===== src/rtl/exe_cmd_driver_if.sv =====
// Command, exe-unit and result-FIFO signal bundle for exe_cmd_driver.
// Latency: none (wires only); names keep the driver's i_/o_ direction view.
// Backpressure: valid/ready on both the command side and the result side.
interface exe_cmd_driver_if #(
    parameter int BITS = 8
);
    logic            i_cmd_valid;
    logic            o_cmd_ready;
    logic [BITS-1:0] i_cmd_a;
    logic [BITS-1:0] i_cmd_b;
    logic [1:0]      i_cmd_op;
    logic [BITS-1:0] o_exe_a;
    logic [BITS-1:0] o_exe_b;
    logic [1:0]      o_exe_op;
    logic [BITS-1:0] i_exe_out;
    logic [3:0]      i_exe_status;
    logic            o_res_valid;
    logic            i_res_ready;
    logic [BITS-1:0] o_res_data;
    logic [3:0]      o_res_status;
    logic [7:0]      o_err_cnt;
    logic            o_chk_fail;

    // The driver itself.
    modport slave (
        input  i_cmd_valid, i_cmd_a, i_cmd_b, i_cmd_op,
        input  i_exe_out, i_exe_status, i_res_ready,
        output o_cmd_ready, o_exe_a, o_exe_b, o_exe_op,
        output o_res_valid, o_res_data, o_res_status, o_err_cnt, o_chk_fail
    );

    // Command source, exe unit and result consumer around the driver.
    modport master (
        output i_cmd_valid, i_cmd_a, i_cmd_b, i_cmd_op,
        output i_exe_out, i_exe_status, i_res_ready,
        input  o_cmd_ready, o_exe_a, o_exe_b, o_exe_op,
        input  o_res_valid, o_res_data, o_res_status, o_err_cnt, o_chk_fail
    );
endinterface


===== src/rtl/exe_cmd_driver.sv =====
// Drives one command into the exe unit, captures {result,status} into a FWFT result FIFO.
// Latency: handshake at edge N, FIFO push at edge N+2; at most one command in flight.
// Backpressure: o_cmd_ready drops while busy or FIFO full; optional flag checker under EXE_DRV_CHECK_EN.

`ifndef OVF_BIT
`define OVF_BIT 0
`endif
`ifndef ERROR_BIT
`define ERROR_BIT 1
`endif
`ifndef EVEN_BIT
`define EVEN_BIT 2
`endif
`ifndef SINGLE_BIT
`define SINGLE_BIT 3
`endif

module exe_cmd_driver #(
    parameter int BITS  = 8,
    parameter int DEPTH = 4
) (
    input  logic            i_clk,
    input  logic            i_rst,
    exe_cmd_driver_if.slave bus
);
    localparam int          AW       = $clog2(DEPTH);
    localparam logic [AW:0] FULL_CNT = (AW+1)'(DEPTH);

    typedef enum logic [1:0] {
        ST_IDLE,
        ST_LOAD,
        ST_EVAL
    } state_t;

    state_t          state_q, state_d;
    logic [BITS-1:0] exe_a_q, exe_a_d;
    logic [BITS-1:0] exe_b_q, exe_b_d;
    logic [1:0]      exe_op_q, exe_op_d;

    logic [BITS-1:0] mem_data_q [DEPTH];
    logic [3:0]      mem_stat_q [DEPTH];
    logic [AW-1:0]   wr_ptr_q, wr_ptr_d;
    logic [AW-1:0]   rd_ptr_q, rd_ptr_d;
    logic [AW:0]     cnt_q, cnt_d;
    logic [7:0]      err_cnt_q, err_cnt_d;

    logic            fifo_full;
    logic            fifo_empty;
    logic            cmd_ready;
    logic            push;
    logic            pop;

    assign fifo_full  = (cnt_q == FULL_CNT);
    assign fifo_empty = (cnt_q == '0);
    assign pop        = !fifo_empty && bus.i_res_ready;

    // Sequencer: accept in IDLE, give the exe unit one edge to sample, capture on the next.
    always_comb begin
        state_d   = state_q;
        exe_a_d   = exe_a_q;
        exe_b_d   = exe_b_q;
        exe_op_d  = exe_op_q;
        cmd_ready = 1'b0;
        push      = 1'b0;
        case (state_q)
            ST_IDLE: begin
                // Held low during reset so a source never sees a phantom accept.
                cmd_ready = !fifo_full && !i_rst;
                if (bus.i_cmd_valid && cmd_ready) begin
                    exe_a_d  = bus.i_cmd_a;
                    exe_b_d  = bus.i_cmd_b;
                    exe_op_d = bus.i_cmd_op;
                    state_d  = ST_LOAD;
                end
            end
            ST_LOAD: begin
                state_d = ST_EVAL;
            end
            ST_EVAL: begin
                push    = 1'b1;
                state_d = ST_IDLE;
            end
            default: begin
                state_d = ST_IDLE;
            end
        endcase
    end

    // State and operand registers; reset discards any in-flight command.
    always_ff @(posedge i_clk or posedge i_rst) begin
        if (i_rst) begin
            state_q  <= ST_IDLE;
            exe_a_q  <= '0;
            exe_b_q  <= '0;
            exe_op_q <= '0;
        end else begin
            state_q  <= state_d;
            exe_a_q  <= exe_a_d;
            exe_b_q  <= exe_b_d;
            exe_op_q <= exe_op_d;
        end
    end

    // FIFO pointer/occupancy bookkeeping and saturating error count.
    always_comb begin
        wr_ptr_d  = wr_ptr_q;
        rd_ptr_d  = rd_ptr_q;
        cnt_d     = cnt_q;
        err_cnt_d = err_cnt_q;
        if (push) begin
            wr_ptr_d = wr_ptr_q + 1'b1;
        end
        if (pop) begin
            rd_ptr_d = rd_ptr_q + 1'b1;
        end
        if (push && !pop) begin
            cnt_d = cnt_q + 1'b1;
        end else if (!push && pop) begin
            cnt_d = cnt_q - 1'b1;
        end
        if (push && bus.i_exe_status[`ERROR_BIT] && (err_cnt_q != 8'hFF)) begin
            err_cnt_d = err_cnt_q + 8'd1;
        end
    end

    // FIFO control registers.
    always_ff @(posedge i_clk or posedge i_rst) begin
        if (i_rst) begin
            wr_ptr_q  <= '0;
            rd_ptr_q  <= '0;
            cnt_q     <= '0;
            err_cnt_q <= '0;
        end else begin
            wr_ptr_q  <= wr_ptr_d;
            rd_ptr_q  <= rd_ptr_d;
            cnt_q     <= cnt_d;
            err_cnt_q <= err_cnt_d;
        end
    end

    // FIFO storage; contents are only visible through a valid head so no reset is needed.
    always_ff @(posedge i_clk) begin
        if (push) begin
            mem_data_q[wr_ptr_q] <= bus.i_exe_out;
            mem_stat_q[wr_ptr_q] <= bus.i_exe_status;
        end
    end

`ifdef EXE_DRV_CHECK_EN
    logic chk_fail_q, chk_fail_d;
    int   zero_cnt;
    logic exp_even;
    logic exp_single;

    // Recompute parity flags from the captured result and latch any disagreement.
    always_comb begin
        zero_cnt   = $countones(~bus.i_exe_out);
        exp_even   = ((zero_cnt % 2) == 0);
        exp_single = (zero_cnt == 1);
        chk_fail_d = chk_fail_q;
        if (push && ((exp_even   != bus.i_exe_status[`EVEN_BIT]) ||
                     (exp_single != bus.i_exe_status[`SINGLE_BIT]))) begin
            chk_fail_d = 1'b1;
        end
    end

    // Sticky failure flag, cleared only by reset.
    always_ff @(posedge i_clk or posedge i_rst) begin
        if (i_rst) begin
            chk_fail_q <= 1'b0;
        end else begin
            chk_fail_q <= chk_fail_d;
        end
    end

    assign bus.o_chk_fail = chk_fail_q;
`else
    assign bus.o_chk_fail = 1'b0;
`endif

    assign bus.o_cmd_ready  = cmd_ready;
    assign bus.o_exe_a      = exe_a_q;
    assign bus.o_exe_b      = exe_b_q;
    assign bus.o_exe_op     = exe_op_q;
    assign bus.o_res_valid  = !fifo_empty;
    assign bus.o_res_data   = fifo_empty ? '0 : mem_data_q[rd_ptr_q];
    assign bus.o_res_status = fifo_empty ? '0 : mem_stat_q[rd_ptr_q];
    assign bus.o_err_cnt    = err_cnt_q;
endmodule


===== src/flat_wrapper.sv =====
// flat-port wrapper written by rule: the top's interface ports become plain ports
module exe_cmd_driver_flat 
#(
    parameter int BITS  = 8,
    parameter int DEPTH = 4
)
  (i_clk, i_rst, bus_i_cmd_valid, bus_i_cmd_a, bus_i_cmd_b, bus_i_cmd_op, bus_i_exe_out, bus_i_exe_status, bus_i_res_ready, bus_o_cmd_ready, bus_o_exe_a, bus_o_exe_b, bus_o_exe_op, bus_o_res_valid, bus_o_res_data, bus_o_res_status, bus_o_err_cnt, bus_o_chk_fail);
  exe_cmd_driver_if #(.BITS(BITS)) bus_i ();
  input  logic i_clk;
  input  logic i_rst;
  input wire logic [$bits(bus_i.i_cmd_valid)-1:0] bus_i_cmd_valid;
  input wire logic [$bits(bus_i.i_cmd_a)-1:0] bus_i_cmd_a;
  input wire logic [$bits(bus_i.i_cmd_b)-1:0] bus_i_cmd_b;
  input wire logic [$bits(bus_i.i_cmd_op)-1:0] bus_i_cmd_op;
  input wire logic [$bits(bus_i.i_exe_out)-1:0] bus_i_exe_out;
  input wire logic [$bits(bus_i.i_exe_status)-1:0] bus_i_exe_status;
  input wire logic [$bits(bus_i.i_res_ready)-1:0] bus_i_res_ready;
  output wire logic [$bits(bus_i.o_cmd_ready)-1:0] bus_o_cmd_ready;
  output wire logic [$bits(bus_i.o_exe_a)-1:0] bus_o_exe_a;
  output wire logic [$bits(bus_i.o_exe_b)-1:0] bus_o_exe_b;
  output wire logic [$bits(bus_i.o_exe_op)-1:0] bus_o_exe_op;
  output wire logic [$bits(bus_i.o_res_valid)-1:0] bus_o_res_valid;
  output wire logic [$bits(bus_i.o_res_data)-1:0] bus_o_res_data;
  output wire logic [$bits(bus_i.o_res_status)-1:0] bus_o_res_status;
  output wire logic [$bits(bus_i.o_err_cnt)-1:0] bus_o_err_cnt;
  output wire logic [$bits(bus_i.o_chk_fail)-1:0] bus_o_chk_fail;
  assign bus_i.i_cmd_valid = bus_i_cmd_valid;
  assign bus_i.i_cmd_a = bus_i_cmd_a;
  assign bus_i.i_cmd_b = bus_i_cmd_b;
  assign bus_i.i_cmd_op = bus_i_cmd_op;
  assign bus_i.i_exe_out = bus_i_exe_out;
  assign bus_i.i_exe_status = bus_i_exe_status;
  assign bus_i.i_res_ready = bus_i_res_ready;
  assign bus_o_cmd_ready = bus_i.o_cmd_ready;
  assign bus_o_exe_a = bus_i.o_exe_a;
  assign bus_o_exe_b = bus_i.o_exe_b;
  assign bus_o_exe_op = bus_i.o_exe_op;
  assign bus_o_res_valid = bus_i.o_res_valid;
  assign bus_o_res_data = bus_i.o_res_data;
  assign bus_o_res_status = bus_i.o_res_status;
  assign bus_o_err_cnt = bus_i.o_err_cnt;
  assign bus_o_chk_fail = bus_i.o_chk_fail;
  exe_cmd_driver #(.BITS(BITS), .DEPTH(DEPTH)) u_core (.i_clk(i_clk), .i_rst(i_rst), .bus(bus_i));
endmodule

===== config.mk =====
export PLATFORM = sky130hd
export DESIGN_NAME = exe_cmd_driver_flat
export DESIGN_NICKNAME = d
export VERILOG_FILES = /design/src/rtl/exe_cmd_driver_if.sv /design/src/rtl/exe_cmd_driver.sv /design/src/flat_wrapper.sv
export SDC_FILE = /design/constraint.sdc
export NUM_CORES = 1
export LEC_CHECK = 0
export CELL_PAD_IN_SITES_DETAIL_PLACEMENT = 1
export CELL_PAD_IN_SITES_GLOBAL_PLACEMENT = 1
export CORE_MARGIN = 4
export CORE_UTILIZATION = 35
export DETAILED_ROUTE_END_ITERATION = 10
export DONT_BUFFER_PORTS = 1
export GPL_TIMING_DRIVEN = 0
export HOLD_SLACK_MARGIN = 0.06
export PLACE_DENSITY_LB_ADDON = 0.1
export SETUP_SLACK_MARGIN = 0.5
export SLEW_MARGIN = 0
export SYNTH_ARGS = -nofsm -noshare
export SYNTH_HDL_FRONTEND = slang
export SYNTH_SLANG_ARGS = --single-unit

===== constraint.sdc =====
create_clock -name i_clk -period 5.93 [get_ports i_clk]
set_input_delay 1.186 -clock i_clk [delete_from_list [all_inputs] [get_ports i_clk]]
set_output_delay 1.186 -clock i_clk [all_outputs]
set_load 0.02 [all_outputs]

### After elaboration in Yosys (flattened, before gate mapping)

Memories as Yosys holds them, arrays and structs flattened.
Cells that the tools add are included.

* add/subtract/negate cells: 5
* equal/unequal tests: 5
* muxes and demuxes: 10
* reduce and logical (&&, ||, !) cells: 16

Operators with widths (number)
* 8-bit by 1-bit adder with 8-bit output, second input constant: 1
* 8-bit two-way mux: 1
* 8-bit != test, second input constant: 1
* 1-bit logical AND: 7
* 3-bit two-way mux: 2
* 1-bit logical NOT: 5
* 2-bit by 1-bit adder with 2-bit output, second input constant: 2
* 1-bit two-way mux: 4
* 4-bit two-way mux: 1
* 2-bit case mux with 2 select lines: 1
* 3-bit by 1-bit adder with 3-bit output, second input constant: 1
* 3-bit == test, second input constant: 1
* 3-bit logical NOT: 1
* 3-bit by 1-bit subtractor with 3-bit output, second input constant: 1
* 2-bit by 1-bit == test with 1-bit output, second input constant: 1
* 2-bit == test, second input constant: 1
* 2-bit logical NOT: 1
* 2-bit two-way mux: 1
* 2-bit by 1-bit != test with 1-bit output, second input constant: 1
* 2-bit AND reduction: 1
* 2-bit nonzero test: 1

* register bits: 35
* RAM bits: 48
* input bits: 34
* word-level logic and storage cells: 46
* memories: 2

Memory list
* u_core.mem_data_q: words 4, bits a word 8, read ports 1, clocked after Yosys merged registers in 0, write ports 1, line exe_cmd_driver.sv:40 `logic [BITS-1:0] mem_data_q [DEPTH];`
* u_core.mem_stat_q: words 4, bits a word 4, read ports 1, clocked after Yosys merged registers in 0, write ports 1, line exe_cmd_driver.sv:41 `logic [3:0] mem_stat_q [DEPTH];`

### Logic depth before layout (Yosys ltp)

Gate-level depths: netlist of run 1.

* depth in word-level cells: 6
* gate-level depth with buffers: 8

### Worst setup path before layout of run 1

Ideal clock, no wire load.

* path type: input -> output
* from: input i_rst
* to: output bus_o_cmd_ready
* arrival time: 1718 ps
* required time: 4744 ps
* setup slack: 3026 ps
* cell stages on the path: 1
* path buffers: 0
* cells stage by stage: a2111oi_4

* longest elaborated chain between the ends: 3

RTL lines
* from (decl): line flat_wrapper.sv:10 `input logic i_rst;`
* 1-bit logical NOT: line exe_cmd_driver.sv:68 `cmd_ready = !fifo_full && !i_rst;`
* 1-bit logical AND: line exe_cmd_driver.sv:68
* 1-bit two-way mux: line exe_cmd_driver.sv:65 `case (state_q)`
* to (decl): line flat_wrapper.sv:18 `output wire logic [$bits(bus_i.o_cmd_ready)-1:0] bus_o_cmd_ready;`

No other way between the ends.

### Worst setup path in the final report of run 1

* from: register u_core.rd_ptr_q[0]
* to: output bus_o_res_data[1]

* longest elaborated chain between the ends: 2

RTL lines
* from (decl): line exe_cmd_driver.sv:43 `logic [AW-1:0] rd_ptr_q, rd_ptr_d;`
* from (signal assigned): line exe_cmd_driver.sv:135 `rd_ptr_q <= rd_ptr_d;`
* memory 4 x 8 bit
* 8-bit two-way mux: line exe_cmd_driver.sv:186 `assign bus.o_res_data = fifo_empty ? '0 : mem_data_q[rd_ptr_q];`
* to (decl): line flat_wrapper.sv:23 `output wire logic [$bits(bus_i.o_res_data)-1:0] bus_o_res_data;`

No other way between the ends.

==> results summary, run 1 <==
The share of final-layout standard cells stronger than drive strength 1 came out at 25.7%. By count the netlist is led by sky130_fd_sc_hd__edfxtp_1, sky130_fd_sc_hd__dfrtp_1, sky130_fd_sc_hd__and2_1, sky130_fd_sc_hd__mux2_2, sky130_fd_sc_hd__mux4_2. The type of element launching the critical path is a flop. The number of design-rule violations left by the first detailed-router iteration came out at 38. Of all nets on the critical path, the largest fanout is 10. In this run the critical register-to-register path is launched from u_core.cnt_q[0].

For this run, the leading register cell type out of synthesis is sky130_fd_sc_hd__edfxtp_1. The power spent charging and discharging nets is 664 uW. The count of nets after finishing came out at 246. The area occupied by multi-input gates is 1010 um2. The area of all placed cells without fillers came out at 3720 um2. In the synthesized netlist, the number of instances is 194. The last element of the critical path is bus_o_res_data[1]. The maximum clock insertion buffer count came out at 2. The quantity of hold-fixing buffers added after cts came out at 0. CTS saw 83 sinks. TritonCTS built the clock tree. The worst vdd rail ir drop came out at 0.193 mV. The clock-pin slew on the worst setup and hold paths is 80 ps. The first global-routing pass estimated 10,400 um of wire.

Broken down by cell family, the worst path's largest delay share belongs to multiplexers. The total CTS buffers came out at 9. The biggest area contributor in the post-synthesis netlist is sky130_fd_sc_hd__edfxtp_1.

The share of the synthesized area in the top cell type came out at 42.4%. The worst register-to-register path ends at u_core.cnt_q[2]. Detailed placement finished with a half-perimeter wire length of 4590 um. The final RePlAce weighted congestion came out at 0.711. The synthesis warning total came out at 0. For this run, the share of the core covered by cells in the final layout is 39.9%. The worst path uses 54.4% of the clock period. Yosys attributes the largest share of cell area to sky130_fd_sc_hd__edfxtp_1, sky130_fd_sc_hd__dfrtp_1, sky130_fd_sc_hd__mux4_2. Routed signal wires occupy layers up through met4. The leakage component of the power came out at 0.00141 uW. The register cell area after layout is 2320 um2. The detail-routed via count per cell came out at 4.73. The core box area came out at 9330 um2.

The register-to-register setup slack came out at 3700 ps. The area of the die came out at 11,300 um2. The path length in cells of the critical path came out at 4. The fraction of synthesis flops using an asynchronous set or reset pin came out at 42.2%.

The wire length on met1 is 2520 um. Traced cell by cell, the critical path runs through buf_2 -> buf_2 -> mux4_2 -> and2_1. The worst reg-to-reg path cell count is 8. After detailed routing, the met3 layer carries 474 um of wire. The routed wire length came out at 6420 um.

The total track usage is 12.1%. Clock tree synthesis selected as its root buffer the cell sky130_fd_sc_hd__clkbuf_8. The synthesized netlist contains 33 unique library cells. Power spread over the standard cell area amounts to 482 nW/um2. The routed length per instance is 18.9 um. The max-cap check violation count came out at 0. The number of endpoints failing setup at the final stage came out at 0. The launching instance or port of the critical path is u_core.rd_ptr_q[0]. The cell that appears most often on the critical path is sky130_fd_sc_hd__buf_2. The flow ran to the end, and the final reports show no timing, DRC or antenna violations. The pin slew with the least headroom to its limit came out at 761 ps.

The count of port buffers added during placement is 0. The CTS H-tree depth is 3. The fraction of power consumed by combinational cells came out at 28.4%. The die outline width is 107 um.

The arrival time reported for the critical path endpoint came out at 2040 ps. The mapped cell area came out at 3400 um2. The number of standard cells in the layout, taps in and fillers out is 339.

The number of antenna diodes in the final layout is 0. The placed instance area came out at 3560 um2. The min-delay analysis places its worst path in the category reg2reg. Measured against its own limit, the worst slew margin works out to 49.2%. The worst setup path is of the reg2out kind.

The synthesized design contains 48 enable-type register cells. The number of buffers and inverters on the critical path is 2. The count of cells resized by post-cts repair is 0. The sequential element share of the synthesized area is 68.2%. Based on the critical path, the design can be clocked at up to 0.310 GHz. The minimum period implied by the final worst setup slack is 3230 ps. The initial antenna violation count was 0. After filler insertion, the fill cell instance count of the layout stands at 929. In this run, synthesis produced a sequential element count of 83. Setup repair after global routing left no endpoint under its margin. The clock latency at the later pin of the worst-skew pair is 340 ps. The cell row count is 35. The post-synthesis net count came out at 235. The power share of the sequential group came out at 52.1%. The setup TNS came out at 0 ps. The worst setup path is captured at an output port. The buffers inserted during post-CTS setup optimization came out at 0. The floorplan die height came out at 107 um. The internal power of the cells came out at 1130 uW. The proportion of total power due to net switching came out at 37.0%.

The required time of the worst setup path came out at 4740 ps. The average instance in the mapped netlist occupies 17.5 um2. The most common cell in the netlist is sky130_fd_sc_hd__edfxtp_1. For this design, the slowest cell found on the critical path is sky130_fd_sc_hd__mux4_2. The clock share of power is 19.5%. From synthesis to final layout, the design area changed by 9.69%. The initial core utilization is 36.4%. The total number of vias is 1,605. Entering global routing, the biggest net connects 36 pins.

Once placement completed, the tool counted placed cells totaling 323. The I/O pin count came out at 75. The number of routed nets with antenna violations came out at 0. The total congestion overflow came out at 0. The largest incremental delay on the critical path came out at 580 ps. Clock skew on the completed layout was measured at 5.05 ps. The iteration count of the initial detailed-routing pass came out at 4.

The DRC violation count after routing is 0. The number of pins exceeding their max-slew limit in the final report is 0. The number of hold violations in the final report is 0. The amount of wire on met2 after detailed routing is 3340 um. The number of global-route vias before repair is 1,945.
worst register-to-register path: stages, from the launching register on:
cell	delay, ps
sky130_fd_sc_hd__dfrtp_1	440
sky130_fd_sc_hd__or3_1	500
sky130_fd_sc_hd__nand2_1	160
sky130_fd_sc_hd__ha_1	190
sky130_fd_sc_hd__inv_1	60
sky130_fd_sc_hd__fa_1	370
sky130_fd_sc_hd__xor2_1	150
sky130_fd_sc_hd__nor2_1	130
sky130_fd_sc_hd__xor2_1	160
cell type report:
class | count | area share (%)
sequential | 83 | 62.2
multi-input combinational | 97 | 27.2
tap | 129 | 4.33
clock buffer | 10 | 3.43
clock inverter | 6 | 1.07
buffer | 7 | 1.07
inverter | 7 | 0.705
per-stage QoR:
stage | total power (uW) | hold WS [ps] | setup WS [ps]
after floorplan | 1350 | 483 | 3030
after global placement | 1440 | 514 | 2990
after detailed placement | 1470 | 532 | 2990
after CTS | 1830 | 546 | 2650
after global routing | 1910 | 581 | 2540
final | 1790 | 539 | 2700
routing by layer:
| layer | global-route usage, % | vias to the layer above |
|---|---|---|
| li1 | - | 723 |
| met1 | 14.5 | 821 |
| met2 | 20.2 | 54 |
| met3 | 3.70 | 7 |
| met4 | 5.21 | 0 |
| met5 | 0 | - |
registers in the layout (all words and copies together) (netlist names), 3 cells and up:
register,cells
u_core.cnt_q,3
u_core.bus.o_exe_a,8
u_core.mem_stat_q,16
u_core.mem_data_q,32
u_core.bus.o_exe_b,8
u_core.bus.o_err_cnt,8
worst min-delay path by stage:
stage | from | end | slack [ps] | depth (start not counted)
5_1_grt | u_core.state_q[1] | u_core.state_q[1] | 580 | 1
2_1_floorplan | u_core.state_q[1] | u_core.state_q[1] | 480 | 1
3_5_place_dp | u_core.state_q[1] | u_core.state_q[1] | 530 | 1
6_report | u_core.state_q[1] | u_core.state_q[1] | 540 | 1
3_3_place_gp | u_core.state_q[1] | u_core.state_q[1] | 510 | 1
4_1_cts | u_core.state_q[1] | u_core.state_q[1] | 550 | 1
logic make-up (layout without fill, tap and decap cells):
kind of cell               count (synthesis)  count (layout)  share of synthesized area [%]
and+or+nand+nor                           40              40                           6.71
xor gates and xnor gates                  10              10                           2.58
DFF                                       83              83                           68.2
buffers and inverters                     14              30                           1.95
other                                      1               1                          0.110
adders and majority gates                  7               7                           2.80
AOI/OAI and AO/OA                          5               5                           1.40
muxes                                     34              34                           16.2
layout by cell type (no fill, tap or decap), types with 2 or more instances in the layout:
cell	synthesis	routed
sky130_fd_sc_hd__nor4_1	2	2
sky130_fd_sc_hd__ha_1	6	6
sky130_fd_sc_hd__clkinv_1	0	2
sky130_fd_sc_hd__xor2_1	5	5
sky130_fd_sc_hd__nand4_1	2	2
sky130_fd_sc_hd__and2_1	16	16
sky130_fd_sc_hd__nand2_1	7	7
sky130_fd_sc_hd__inv_1	7	6
sky130_fd_sc_hd__mux2_2	12	12
sky130_fd_sc_hd__clkbuf_1	2	3
sky130_fd_sc_hd__clkinvlp_4	0	2
sky130_fd_sc_hd__edfxtp_1	48	48
sky130_fd_sc_hd__a21oi_1	2	2
sky130_fd_sc_hd__dfrtp_1	35	35
sky130_fd_sc_hd__clkbuf_8	0	9
sky130_fd_sc_hd__buf_2	2	2
sky130_fd_sc_hd__mux4_2	12	12
sky130_fd_sc_hd__nand3_1	3	3
sky130_fd_sc_hd__mux2_4	9	9
sky130_fd_sc_hd__xnor2_1	5	5
sky130_fd_sc_hd__nor2_1	3	3
sky130_fd_sc_hd__nor2b_1	2	2
power groups by stage:
stage / Sequential, uW / Combinational, uW / Clock (uW)
2_1_floorplan: 912 / 439 / 0
3_3_place_gp: 939 / 499 / 0
3_5_place_dp: 948 / 525 / 0
4_1_cts: 939 / 524 / 366
5_1_grt: 953 / 561 / 392
6_report: 935 / 510 / 349
Power figures use the tool's default switching activity.
==> inputs of run 2 (changes only) <==
Clock period 5.93 ns to 2.95 ns, I/O delays scaled along.
==> run 2 against run 1 <==
Compared with the run above:
- clock power is 100% higher
- critical path depth stayed put
- setup slack lost 2100 ps
- sequential power increased by 100%
- highest routed layer unchanged
- largest cell class unchanged
- via count up 0.81%
==> results summary, run 2 (synthesis results as in run 1) <==
The flow ran to the end, and the final reports show no timing, DRC or antenna violations. The setup TNS came out at 0 ps (unchanged). The buffers inserted during post-CTS setup optimization is 0 (unchanged). The largest incremental delay on the critical path was 530 ps (-50 ps). The internal power of the cells is 2320 uW (+100%). The remaining max-slew budget at the tightest pin is 49.2% (about the same).

The floorplan die height came to 107 um (unchanged). The max-cap check violation count is 0 (unchanged). The clock share of power was 19.2% (-0.3 points). The path class of the tightest hold or removal check is in2async. Walking the worst path, the cells encountered are buf_6 -> buf_12 -> mux4_2 -> and2_2. Setup repair after global routing left no endpoint under its margin. The core box area came to 9330 um2 (unchanged). The number of global-route vias before repair came out at 1,948 (+0.15%). The routed length per instance is 19.0 um (+0.48%). The HPWL after detailed placement came to 4590 um (unchanged).

The global-route wire length before repair came out at 10,400 um (+0.26%). The flip-flop count of the largest register, all copies and words added is 32 (unchanged). The total track usage is 12.1% (+0.039 points). CTS placed an instance of sky130_fd_sc_hd__clkbuf_8 at the clock tree root. The worst vdd rail ir drop came out at 0.389 mV (+100%). The initial core utilization is 36.4% (unchanged). The most critical setup path has its startpoint at u_core.rd_ptr_q[0]. The number of design-rule violations left by the first detailed-router iteration is 32 (-16%). The count of cells resized by post-cts repair came out at 7 (+7). The DRC violation count after routing came out at 0 (unchanged). The count of port buffers added during placement came out at 0 (unchanged). The fraction of power consumed by combinational cells is 29.4% (+1.0 points). STA classifies the critical path endpoint as an output port. The number of endpoints failing setup at the final stage is 0 (unchanged).

The pin slew with the least headroom to its limit is 761 ps (-0.432 ps). The signed area change from the synthesized netlist to the final layout is 10.6%. The power share of the sequential group came out at 51.4% (-0.7 points). The final clock skew is 3.86 ps (-1.19 ps). The quantity of hold-fixing buffers added after cts was 0 (unchanged). The number of buffers and inverters on the critical path is 2 (unchanged). The die outline width is 107 um (unchanged). The total number of vias came out at 1,618 (+0.81%). The pin count of the biggest net entering global routing came to 36 (unchanged). The initial antenna violation count was 0 (unchanged).

The number of clock sinks is 83 (unchanged). The total inserted antenna cells came out at 0 (unchanged). The clock-pin slew on the worst setup and hold paths came to 80 ps (about the same).

The count of nets after finishing came to 246 (unchanged). In the final layout, the registers with the most flip-flops are u_core.mem_data_q (32), u_core.mem_stat_q (16). The total CTS buffers came out at 9 (unchanged). The total congestion overflow is 0 (unchanged).

The number of hold violations in the final report came to 0 (unchanged). The register-to-register setup slack came out at 800 ps (-2900 ps). The fmax is 0.423 GHz. The number of pins exceeding their max-slew limit in the final report is 0 (unchanged). The CTS H-tree depth came to 3 (unchanged). The arrival time reported for the critical path endpoint came out at 1780 ps (-260 ps). The area of the die came out at 11,300 um2 (unchanged). The final RePlAce weighted congestion is 0.711 (unchanged). The leakage component of the power came out at 0.00142 uW (+1.1%). The commonest non-fill, non-tap cell in the layout is sky130_fd_sc_hd__edfxtp_1. The top fanout value on the critical path is 10 (unchanged). The required time of the worst setup path came to 2360 ps (-2380 ps). The proportion of total power due to net switching came out at 36.7% (-0.26 points).

The I/O pin count came out at 75 (unchanged). The routed wire length was 6450 um (+0.48%). The share of final-layout standard cells stronger than drive strength 1 is 27.6% (+1.9 points). In this design, the largest share of critical-path delay is due to multiplexers.

In the layout the commonest cells are sky130_fd_sc_hd__edfxtp_1, sky130_fd_sc_hd__dfrtp_1, sky130_fd_sc_hd__and2_1. The cell row count is 35 (unchanged). The clock latency at the later pin of the worst-skew pair was 340 ps (about the same). The minimum period implied by the final worst setup slack is 2370 ps. Counting flops per register, the top entry is u_core.mem_data_q. The worst reg-to-reg path cell count came out at 8 (unchanged). The critical path is of the reg2out type. The maximum clock insertion buffer count came out at 2 (unchanged). The ratio of total power to cell area came out at 975 nW/um2 (+100%). The iteration count of the initial detailed-routing pass is 4 (unchanged).

The number of routed nets with antenna violations came to 0 (unchanged). The path length in cells of the critical path is 4 (unchanged). The detail-routed via count per cell is 4.77 (+0.81%). The final hold slack came to 259 ps (-280 ps). The final critical-path share of the clock period came out at 80.2%. The largest individual stage delay along the critical path comes from the cell sky130_fd_sc_hd__mux4_2. STA classifies the critical path startpoint as a flop. The worst register-to-register path ends at u_core.cnt_q[2]. The power spent charging and discharging nets was 1350 uW (+100%). TritonCTS built the clock tree.

In this run the critical register-to-register path is launched from u_core.cnt_q[0].
## run 2: cell types whose count changed in the layout (fill, tap and decap cells not counted)
cell                       before  now
sky130_fd_sc_hd__and2_1        16   15
sky130_fd_sc_hd__and2_2         0    1
sky130_fd_sc_hd__buf_1          1    0
sky130_fd_sc_hd__buf_12         0    1
sky130_fd_sc_hd__buf_2          2    1
sky130_fd_sc_hd__buf_6          1    2
sky130_fd_sc_hd__clkbuf_1       3    2
sky130_fd_sc_hd__clkbuf_4       0    1
sky130_fd_sc_hd__or3_1          1    0
sky130_fd_sc_hd__or3_4          0    1
## run 2: area by class of cell
type | instances | area, um2
Buffer | 7 | 66.3
Clock buffer | 10 | 128
Clock inverter | 6 | 40.0
Fill cell | 924 | 5570
Inverter | 7 | 26.3
Multi-Input combinational cell | 97 | 1020
Sequential cell | 83 | 2320
Tap cell | 129 | 161
## run 2: how the worst max path moves through the flow
stage / to / slack [ps]
floorplan: bus_o_res_data[0] / 860
global placement: bus_o_res_data[1] / 670
detailed placement: bus_o_res_data[1] / 650
CTS: bus_o_res_data[4] / 530
global route: bus_o_res_data[1] / 490
finish: bus_o_res_data[1] / 580
## run 2: metrics by stage
step / std cells / utilization (%) / power [uW] / area [um2] / setup WS [ps]
finish: 339 / 40.3 / 3660 / 3760 / 583
global route: 339 / 40.3 / 3880 / 3760 / 495
CTS: 339 / 40.1 / 3700 / 3740 / 535
detailed placement: 323 / 38.1 / 2960 / 3560 / 648
global placement: 323 / 38.1 / 2890 / 3560 / 668
floorplan: 194 / - / 2710 / 3400 / 863
## run 2: per-layer routing
metal / routed length, um / global-route usage [%] / vias to the layer above
met1: 2540 / 14.6 / 833
met3: 444 / 3.70 / 8
met2: 3360 / 20.1 / 52
met5: 0 / 0 / -
li1: - / - / 725
met4: 101 / 5.21 / 0
## run 2: worst register-to-register path, delay by kind of cell (launching register included)
kind                     cells  cell delay (ps)
AND/OR/NAND/NOR              3              710
adder cells (fa/ha/maj)      2              560
XOR/XNOR                     2              310
flip-flops                   1              440
buffers and inverters        1               60
## run 2: power groups by stage
stage / clock network, uW / logic [uW] / registers (uW)
floorplan: 0 / 882 / 1830
global placement: 0 / 1000 / 1890
detailed placement: 0 / 1050 / 1910
CTS: 735 / 1080 / 1890
global route: 788 / 1180 / 1920
finish: 703 / 1080 / 1880
==> edit: new RTL, flow settings as in run 1 <==
Encoding of `state_t`: now one-hot (3 bits for 3 states).
--- a/src/rtl/exe_cmd_driver.sv
+++ b/src/rtl/exe_cmd_driver.sv
@@ -27,8 +27,8 @@
     localparam logic [AW:0] FULL_CNT = (AW+1)'(DEPTH);
 
-    typedef enum logic [1:0] {
-        ST_IDLE,
-        ST_LOAD,
-        ST_EVAL
+    typedef enum logic [2:0] {
+        ST_IDLE = 3'b001,
+        ST_LOAD = 3'b010,
+        ST_EVAL = 3'b100
     } state_t;
 
Formal check against the unedited RTL: same outputs for any inputs over 10 cycles, from zero or initial values and one cycle with i_rst high; not proved beyond that.
==> edit against run 1 <==
Register-to-register slack got worse by 40 ps. Worst setup slack got worse by 230 ps. Count of clock-buffer cells in the layout fell by 1. Highest routed layer unchanged. Sequential cell count rose by 1. Final cell count rose by 2.7%. Design area rose by 3.8%. Via count rose by 8.5%. Wire length rose by 5.3%. Die area rose by 2.0%. Critical endpoint is now bus_o_res_data[3]. Hold slack got worse by 44 ps. Area after synthesis rose by 2.2%. Synthesized cell count rose by 2.6%. Fmax fell by 6.6%. Power fell by 0.71%.
==> edit: results (changes against run 1) <==
| Metric | Value |
|---|---|
| Status | `completed` |
| Met1 wire length | `2610 um (+3.5%)` |
| Detailed placer's ending HPWL | `4690 um (+2.2%)` |
| Hold Path End | `u_core.state_q[2]` |
| Post-cts repair resize count | `0 (unchanged)` |
| Worst setup startpoint | `u_core.rd_ptr_q[0]` |
| Vias after detailed routing | `1742 (+8.5%)` |
| Netlist cell types | `38 (+15%)` |
| DIE AREA | `0.0116 mm2 (+2.0%)` |
| DRT iter0 DRCs | `30 (-21%)` |
| Number of global-route vias before repair | `2060 (+5.9%)` |
| Flop2flop setup slack | `3660 ps (-40 ps)` |
| Met2 WL | `3430 um (+2.6%)` |
| VDD IR max | `0.229 mV (+18%)` |
| Nets | `251 (+2.0%)` |
| Most frequent cells after synthesis | `edfxtp_1, dfrtp_1, and2_1, mux2_2, mux4_2` |
| Largest net degree at the start of global routing | `37 (+2.8%)` |
| Global-route wire length before repair | `10600 um (+2.2%)` |
| Asr flop ratio synth | `0.429 (+0.00688)` |
| Total wire length | `6750 um (+5.3%)` |
| CP Max Fanout | `10 (unchanged)` |
| Share of cells above drive strength 1 | `0.274 (+0.0173)` |
| Arrival time worst endpoint | `2270 ps (+230 ps)` |
| Hold_sp | `u_core.state_q[2]` |
| Syn Nets | `240 (+2.1%)` |
| Clk root buf | `clkbuf_8` |
| Total GRT Usage | `0.122 (+0.00127)` |
| DR WL met3 | `658 um (+39%)` |
| Clock transition time at the flip-flop clock pins of the worst setup and hold paths | `100 ps (+20 ps)` |
| Internal power | `1.17 mW (+3.5%)` |
| Top cell type's share of synthesized area | `0.415 (-0.00903)` |
| Worst slew margin relative to its limit | `0.498 (+0.00605)` |
| Worst-Skew Late Latency | `360 ps (+20 ps)` |
| Final Wtd Congestion | `0.696 (-2.2%)` |
| Seq/Total Area, Yosys | `0.675 (-0.00695)` |
| Worst Skew | `19.5 ps (+14.4 ps)` |
==> edit: cell count changes in the layout (fill, tap and decap cells not counted), sizes merged, moves of 2 or more <==
| cell | before | now |
|---|---|---|
| nand2 | 8 | 3 |
| xor2 | 5 | 2 |
| and3 | 0 | 2 |
| bufinv | 0 | 2 |
| clkinvlp | 2 | 0 |
| inv | 8 | 10 |
| mux2 | 21 | 23 |
| nor3b | 0 | 2 |
| nor4 | 2 | 0 |
==> edit: power by group through the flow <==
stage / clock [mW] / combinational (mW) / sequential, mW
after floorplan: 0 / 0.387 / 0.856
after CTS: 0.479 / 0.460 / 0.874
final: 0.465 / 0.445 / 0.871
after global routing: 0.503 / 0.485 / 0.885
after global placement: 0 / 0.435 / 0.878
after detailed placement: 0 / 0.459 / 0.881
==> edit: cell type report <==
type / count / area [um2]
fillers: 984 / 5860
flip-flops and latches: 84 / 2340
multi-input cells: 100 / 1040
well taps: 133 / 166
clock buffers: 9 / 124
clock inverters: 7 / 106
plain buffers: 8 / 58.8
inverters: 7 / 26.3
==> edit: per-layer routing <==
metal	vias up	global-route usage
met5	-	0
met4	0	0.0442
met3	8	0.0558
met2	74	0.212
met1	902	0.130
li1	758	-
==> edit: stage by stage <==
stage               worst slack (ps)  hold WS (ps)  utilization  cells
floorplan                       2680           438            -    199
CTS                             2410           489        0.397    348
global route                    2260           522        0.397    348
global placement                2590           456        0.374    332
finish                          2470           495        0.397    348
detailed placement              2550           475        0.374    332
==> edit: critical path: stages, from the launching register on <==
cell and delay (ps):
dfrtp_1 350, clkbuf_1 330, buf_2 410, mux4_2 570, and2_1 250
==> edit: worst max path at each step <==
stage | endpoint | cells after the start
2_1_floorplan | bus_o_cmd_ready | 2
3_3_place_gp | bus_o_cmd_ready | 2
3_5_place_dp | bus_o_cmd_ready | 2
4_1_cts | bus_o_res_data[3] | 4
5_1_grt | bus_o_res_data[3] | 4
6_report | bus_o_res_data[3] | 4
==> edit: cell families after synthesis <==
logic type	synth area share
flip-flops	0.675
AND/OR/NAND/NOR	0.0682
multiplexers	0.162
buffers and inverters	0.0245
AO/OA/AOI/OAI	0.0209
XOR/XNOR	0.0202
adder cells (fa/ha/maj)	0.0274
other	0.00108
